[src/rtl/prog_delay_timer.sv]
// Multi-channel programmable delay timer: each channel counts a latched delay
// down to zero and emits a one-cycle time_out pulse, in one-shot or periodic mode.

module prog_delay_timer_ch #(
  parameter int WIDTH = 14
) (
  input  logic             clk,
  input  logic             rst,
  input  logic [WIDTH-1:0] n,
  input  logic             start,
  input  logic             stop,
  input  logic             periodic,
  input  logic             hold,
  output logic             time_out,
  output logic             busy,
  output logic [WIDTH-1:0] count
);

  typedef enum logic {IDLE = 1'b0, RUN = 1'b1} state_t;

  state_t           state;
  logic [WIDTH-1:0] reload;
  logic             mode;

  // Priority: stop > hold > start > countdown. time_out defaults low so the
  // pulse is always exactly one cycle wide.
  always_ff @(posedge clk or posedge rst) begin
    if (rst) begin
      state    <= IDLE;
      count    <= '0;
      reload   <= '0;
      mode     <= 1'b0;
      time_out <= 1'b0;
    end else begin
      time_out <= 1'b0;
      if (stop) begin
        state <= IDLE;
      end else if (!hold) begin
        if (start) begin
          count  <= n;
          reload <= n;
          mode   <= periodic;
          state  <= RUN;
        end else if (state == RUN) begin
          if (count != '0) begin
            count <= count - 1'b1;
          end else begin
            time_out <= 1'b1;
            if (mode) count <= reload;
            else      state <= IDLE;
          end
        end
      end
    end
  end

  assign busy = (state == RUN);

endmodule

module prog_delay_timer #(
  parameter int WIDTH    = 14,
  parameter int CHANNELS = 4
) (
  input  logic                      clk,
  input  logic                      rst,
  input  logic [CHANNELS*WIDTH-1:0] n,
  input  logic [CHANNELS-1:0]       start,
  input  logic [CHANNELS-1:0]       stop,
  input  logic [CHANNELS-1:0]       periodic,
  input  logic                      hold,
  output logic [CHANNELS-1:0]       time_out,
  output logic [CHANNELS-1:0]       busy,
  output logic [CHANNELS*WIDTH-1:0] count
);

  for (genvar i = 0; i < CHANNELS; i++) begin : g_ch
    prog_delay_timer_ch #(.WIDTH(WIDTH)) u_ch (
      .clk      (clk),
      .rst      (rst),
      .n        (n[i*WIDTH +: WIDTH]),
      .start    (start[i]),
      .stop     (stop[i]),
      .periodic (periodic[i]),
      .hold     (hold),
      .time_out (time_out[i]),
      .busy     (busy[i]),
      .count    (count[i*WIDTH +: WIDTH])
    );
  end

endmodule

[config.mk]
export PLATFORM = sky130hd
export DESIGN_NAME = prog_delay_timer
export DESIGN_NICKNAME = d
export VERILOG_FILES = /design/src/rtl/prog_delay_timer.sv
export SDC_FILE = /design/constraint.sdc
export NUM_CORES = 1
export LEC_CHECK = 0
export ABC_AREA = 1
export CAP_MARGIN = 20
export CORE_UTILIZATION = 40
export DETAILED_ROUTE_END_ITERATION = 8
export PLACE_DENSITY_LB_ADDON = 0.08
export SKIP_CTS_REPAIR_TIMING = 1
export SLEW_MARGIN = 0
export SYNTH_ARGS = -nofsm -noshare
export SYNTH_HDL_FRONTEND = slang
export SYNTH_SLANG_ARGS = --single-unit
[constraint.sdc]
create_clock -name clk -period 9 [get_ports clk]
set_input_delay 1.8 -clock clk [delete_from_list [all_inputs] [get_ports clk]]
set_output_delay 1.8 -clock clk [all_outputs]
set_load 0.03 [all_outputs]
==> metrics.txt, run 1 <==
Routed WL per cell=14.2 µm; Hold EP=g_ch[3].u_ch.reload[11]; gp weighted congestion=0.841; DR iter-0 viols=464; Final Cell Area=9350 µm²; Final Max Slew Viols=0; H-Tree Depth=4; largest area contributor in the netlist=dfrtp_1; Hold Violations, Final=0; Least-Margin Pin Slew=0.809 ns; Worst Path Max Fanout=23; Avg Inst Size Synth=7.10 µm²; fillcell total=1816; num ports=135; die width=138 µm; Via Count=6862; Setup Crit Path Kind=in -> reg; reg2reg setup slack=6.60 ns; Cells after Synth=1038; share of flip-flops with an asynchronous set or reset=100%; Seq/Total Area, Yosys=42.1%; most common cell after layout, fill and taps aside=nand2_1; full die area=19000 µm²; Netlist cell types=47; Synth Register Bits=124; status=completed; RSZ-0062 raised after global routing=false; ANT cells=0; DRT Pass-1 Iters=5; EDFF count, synth=0; leakage power=4.59 nW; Setup TNS=0 ns; Yosys top cell area share=42.1%; mapped cell area=7370 µm²; Yosys warning count=0; min Tclk post-route=3.83 ns; CTS clock-pin slew for the worst setup and hold paths=0.06 ns; largest cells by area after synthesis=dfrtp_1, nand2_1, nand3_1; Synth Net Count=1113; Core Box Area=18000 µm²; root buf cell=clkbuf_16; max-cap violation count=0; WP data required=9.35 ns; largest net degree at the start of global routing=64; port bufs=134; global-route wire length before repair=32300 µm; share of layout cells above drive strength 1=6.69%; final core utilization=51.8%; total CTS buffers=17; placed cell area=8780 µm²; Worst Hold Depth=2; initial antenna violation count=0; capturing point of the worst reg2reg path=g_ch[1].u_ch.count[8]; worst r2r src=g_ch[1].u_ch.count[12]; Setup violations, final=0; hold path start=g_ch[3].u_ch.reload[11]; vias per cell=4.92; CP startpoint kind=primary input; CTS tree=built; Worst Hold Class=reg -> reg; hpwl dp=14000 µm; clk_lat worst skew=0.42 ns; worst path arrival time=4.18 ns; clock buffer depth=2; vias in the first global route=6244; clock sinks=124; total congestion overflow=0; Worst Setup End Kind=flop; Most used DFF post-synth=dfrtp_1; fin nets=1229; headroom to the max-slew limit=46.1%; Power Dens Cells=237 nW/µm²; Area Overhead vs Synth=26.8%; Die Height=138 µm; Final ANT Viol Nets=0; skew final=0.0113 ns; most frequent cells in the layout=nand2_1, clkdlybuf4s50_1, dfrtp_1; Worst IR Drop VDD=0.000153 V; FF-to-FF path depth=9; Starting Density=40.9%; site row count=49; GR Util All Layers=22.1%; Residual DRC=0; ratio of final minimum period to clock period=42.6%; FMAX=261 MHz; wirelength, routed=19800 µm
[synth_stat cells (6+ instances only)]
| master | n |
|---|---|
| nor2_1 | 98 |
| clkbuf_1 | 15 |
| inv_1 | 82 |
| a31oi_1 | 6 |
| nor2_2 | 6 |
| buf_4 | 12 |
| nand2_2 | 9 |
| dfrtp_1 | 124 |
| a21oi_1 | 9 |
| o21ai_0 | 44 |
| nand2_1 | 402 |
| inv_2 | 7 |
| nor2_4 | 7 |
| o21ai_1 | 16 |
| buf_2 | 6 |
| o211ai_1 | 6 |
| nand4_1 | 6 |
| nand3_1 | 106 |
| xor2_1 | 19 |
[worst max-delay path by stage]
stage	from	endpoint	slack (ns)	cells past startpoint
6_report	start[1]	g_ch[1].u_ch.count[4]	5.17	7
5_1_grt	start[1]	g_ch[1].u_ch.count[10]	4.91	7
4_1_cts	start[1]	g_ch[1].u_ch.count[3]	5.16	7
3_5_place_dp	start[1]	g_ch[1].u_ch.count[3]	4.74	7
3_3_place_gp	start[2]	g_ch[2].u_ch.count[5]	4.79	7
2_1_floorplan	rst	g_ch[0].u_ch.busy	3.90	1
[worst max-delay path, stage by stage]
cell	delay [ns]
clkdlybuf4s50_1	0.78
inv_1	0.46
nand4_1	0.24
nand3_2	0.36
inv_2	0.32
o211ai_1	0.12
nand2_1	0.08
[area by class of cell]
type | count | area, µm² | area share (%)
Tap cell | 229 | 287 | 3.07
Sequential cell | 124 | 3100 | 33.2
Clock inverter | 8 | 92.6 | 0.991
Multi-Input combinational cell | 783 | 3690 | 39.5
Inverter | 92 | 349 | 3.74
Clock buffer | 23 | 468 | 5.01
Timing Repair Buffer | 136 | 1360 | 14.5
[sequential cells by signal, indices dropped and copies added, names as in the netlist]
signal              count
g_ch.u_ch.busy          4
g_ch.u_ch.count        56
g_ch.u_ch.mode          4
g_ch.u_ch.reload       56
g_ch.u_ch.time_out      4
[cells by family after synthesis]
family          share of synthesized area (%)
simple gates                             38.6
xor+xnor                                 2.73
buf+inv                                  7.81
fa+ha+maj                               0.679
flops                                    42.1
mux                                     0.594
compound gates                           7.49
[where the power goes]
group	internal [mW]	leakage (nW)	switching [mW]
Clock	0.418	0.277	0.243
Sequential	0.664	1.55	0.120
Combinational	0.299	2.77	0.468
[stage by stage]
| stage | setup WS [ns] | power (mW) | instances | hold slack (ns) |
|---|---|---|---|---|
| floorplan | 3.90 | 1.28 | 1038 | 0.442 |
| CTS | 5.16 | 2.23 | 1395 | 0.476 |
| finish | 5.17 | 2.21 | 1395 | 0.472 |
| detailed placement | 4.74 | 1.56 | 1364 | 0.461 |
| global route | 4.91 | 2.36 | 1395 | 0.494 |
| global placement | 4.79 | 1.55 | 1364 | 0.454 |
[metal layers]
metal	wire length [µm]	up-vias	global-route usage [%]
met5	0	-	0
met4	221	0	5.80
met3	948	23	4.08
met1	9910	3150	32.2
met2	8760	170	33.3
li1	-	3519	-
(Power assumes the default switching activity.)
==> inputs of run 2 (changes only) <==
==> constraint.sdc (replaced) <==
create_clock -name clk -period 3.9 [get_ports clk]
set_input_delay 0.78 -clock clk [delete_from_list [all_inputs] [get_ports clk]]
set_output_delay 0.78 -clock clk [all_outputs]
set_load 0.03 [all_outputs]
==> run 2 against run 1 <==
Effect of this change: power is 140% higher; routed wire length is 1.1% lower; register-to-register slack worse by 5.1 ns; design area is 1.7% higher; first-iteration DRC count is 15% lower; die area stayed put; sequential cell count stayed put; combinational power is 130% higher; clock skew is 0.00055 ns higher; clock power grew to 2.6 times the previous value; hold slack hardly changed; largest power group unchanged; highest routed layer unchanged.
==> metrics.txt, run 2 (synthesized netlist as in run 1, its figures left out) <==
status=completed; CTS tree=built; Top delay family on crit path=buffers and inverters; RSZ-0062 raised after global routing=false; hpwl dp=14000 µm; GRT busiest layer=met2; Worst IR Drop VDD=0.000336 V; fillcell total=1804; Hold Violations, Final=0; Power Total=5.32 mW; gp weighted congestion=0.837; H-Tree Depth=4; total CTS buffers=17; Routed WL per cell=14.0 µm; top flop regs=g_ch.u_ch.count x56, g_ch.u_ch.reload x56; site row count=49; CP startpoint kind=primary input; clock buffer depth=2; Least-Margin Pin Slew=0.896 ns; grt met1 use=31.8%; clk_lat worst skew=0.42 ns; WP data required=4.26 ns; clock sinks=124; max-cap violation count=0; vias per cell=4.89; most frequent cells in the layout=nand2_1, clkdlybuf4s50_1, dfrtp_1; Core Box Area=18000 µm²; skew final=0.0118 ns; root buf cell=clkbuf_16; Setup violations, final=0; Worst path most repeated cell=nand2_1; met2 GRT Util=32.9%; worst path arrival time=2.95 ns; crit path max-delay cell type=clkdlybuf4s50_1; Worst Setup End Kind=flop; min Tclk post-route=2.60 ns; Setup Crit Path Kind=in -> reg; ratio of final minimum period to clock period=66.6%; met3 Use GR=4.30%; max incr delay on CP=0.73 ns; Via Count=6856; share of layout cells above drive strength 1=7.50%; vias in the first global route=6253; CP cell instances=clkdlybuf4s50_1 > nor2_4 > nand2_2 > clkinv_2 > nor2_2 > inv_2 > o21bai_4 > nand2_1 > nand2_1; Buf/Inv on CP=3; multi-input logic area=3690 µm²; num ports=135; FMAX=385 MHz; Power Dens Cells=560 nW/µm²; register area=3100 µm²; GR Util All Layers=21.9%; initial antenna violation count=0; P_int=3.38 mW; die width=138 µm; DR iter-0 viols=394; global-route wire length before repair=32100 µm; Worst Setup SP=hold; Die Height=138 µm; Comb pwr share=33.3%; leakage power=4.66 nW; Residual DRC=0; headroom to the max-slew limit=40.2%; full die area=19000 µm²; most common cell after layout, fill and taps aside=nand2_1; Final ANT Viol Nets=0; Setup TNS=0 ns; Worst Hold Class=reg -> reg; ANT cells=0; CTS clock-pin slew for the worst setup and hold paths=0.06 ns; port bufs=134; hold path start=g_ch[3].u_ch.reload[5]; Flop pwr share=33.9%; Starting Density=40.9%; Final Max Slew Viols=0; switching part of the total=36.5%; fin nets=1236; Worst Path Max Fanout=21; sw power=1.95 mW; worst r2r src=g_ch[1].u_ch.count[12]; largest net degree at the start of global routing=52; Area Overhead vs Synth=29.0%; clock share of power=32.8%; DRT Pass-1 Iters=5; wirelength, routed=19600 µm; total congestion overflow=0
==> run 2: cell types whose count changed in the layout (fill, tap and decap cells not counted), sizes merged <==
cell,previous run,this run
inv,89,88
clkinvlp,1,3
bufinv,2,5
clkbuf,23,20
buf,2,9
==> run 2: cell type report <==
class	count	area share (%)
Tap cell	229	3.01
Inverter	92	3.69
Clock inverter	12	2.04
Clock buffer	20	4.70
Sequential cell	124	32.6
Timing Repair Buffer	143	15.1
Multi-Input combinational cell	783	38.8
==> run 2: path summary, 6_finish.rpt <==
check | slack (ns) | cells past startpoint | endpoint
setup / recovery | 1.30 | 9 | g_ch[2].u_ch.count[5]
hold / removal | 0.47 | 2 | g_ch[3].u_ch.reload[5]
setup reg to reg | 1.54 | 7 | g_ch[1].u_ch.count[4]
hold reg to reg | 0.47 | 2 | g_ch[3].u_ch.reload[5]
max in group asynchronous | 2.26 | 3 | g_ch[2].u_ch.reload[12]
min in group asynchronous | 0.89 | 2 | g_ch[3].u_ch.reload[6]
==> run 2: per-stage QoR <==
| stage | cell area, µm² | util (%) | hold WS (ns) | instances | setup slack (ns) |
|---|---|---|---|---|---|
| finish | 9500 | 52.7 | 0.472 | 1403 | 1.30 |
| global route | 9500 | 52.7 | 0.490 | 1403 | 1.09 |
| CTS | 9500 | 52.7 | 0.475 | 1403 | 1.29 |
| detailed placement | 8860 | 49.2 | 0.461 | 1371 | 0.856 |
| global placement | 8860 | 49.2 | 0.457 | 1371 | 0.960 |
| floorplan | 7370 | - | 0.442 | 1038 | 1.59 |
==> run 2: routing by layer <==
metal	vias up	wire [µm]
li1	3537	-
met1	3096	9700
met3	26	977
met2	197	8690
met5	-	0
met4	0	252
==> run 2: worst reg2reg max path, delay by kind of cell, from the launching register on <==
family	cells	cell delay, ns
AO/OA/AOI/OAI	1	0.14
buffers and inverters	1	0.21
AND/OR/NAND/NOR	5	1.45
flip-flops	1	0.44
==> run 2: power groups by stage <==
stage	clock network, mW	logic (mW)	registers [mW]
CTS	1.78	1.78	1.81
global placement	0	1.77	1.82
detailed placement	0	1.77	1.82
floorplan	0	0.929	2.04
finish	1.75	1.77	1.81
global route	1.84	1.98	1.85
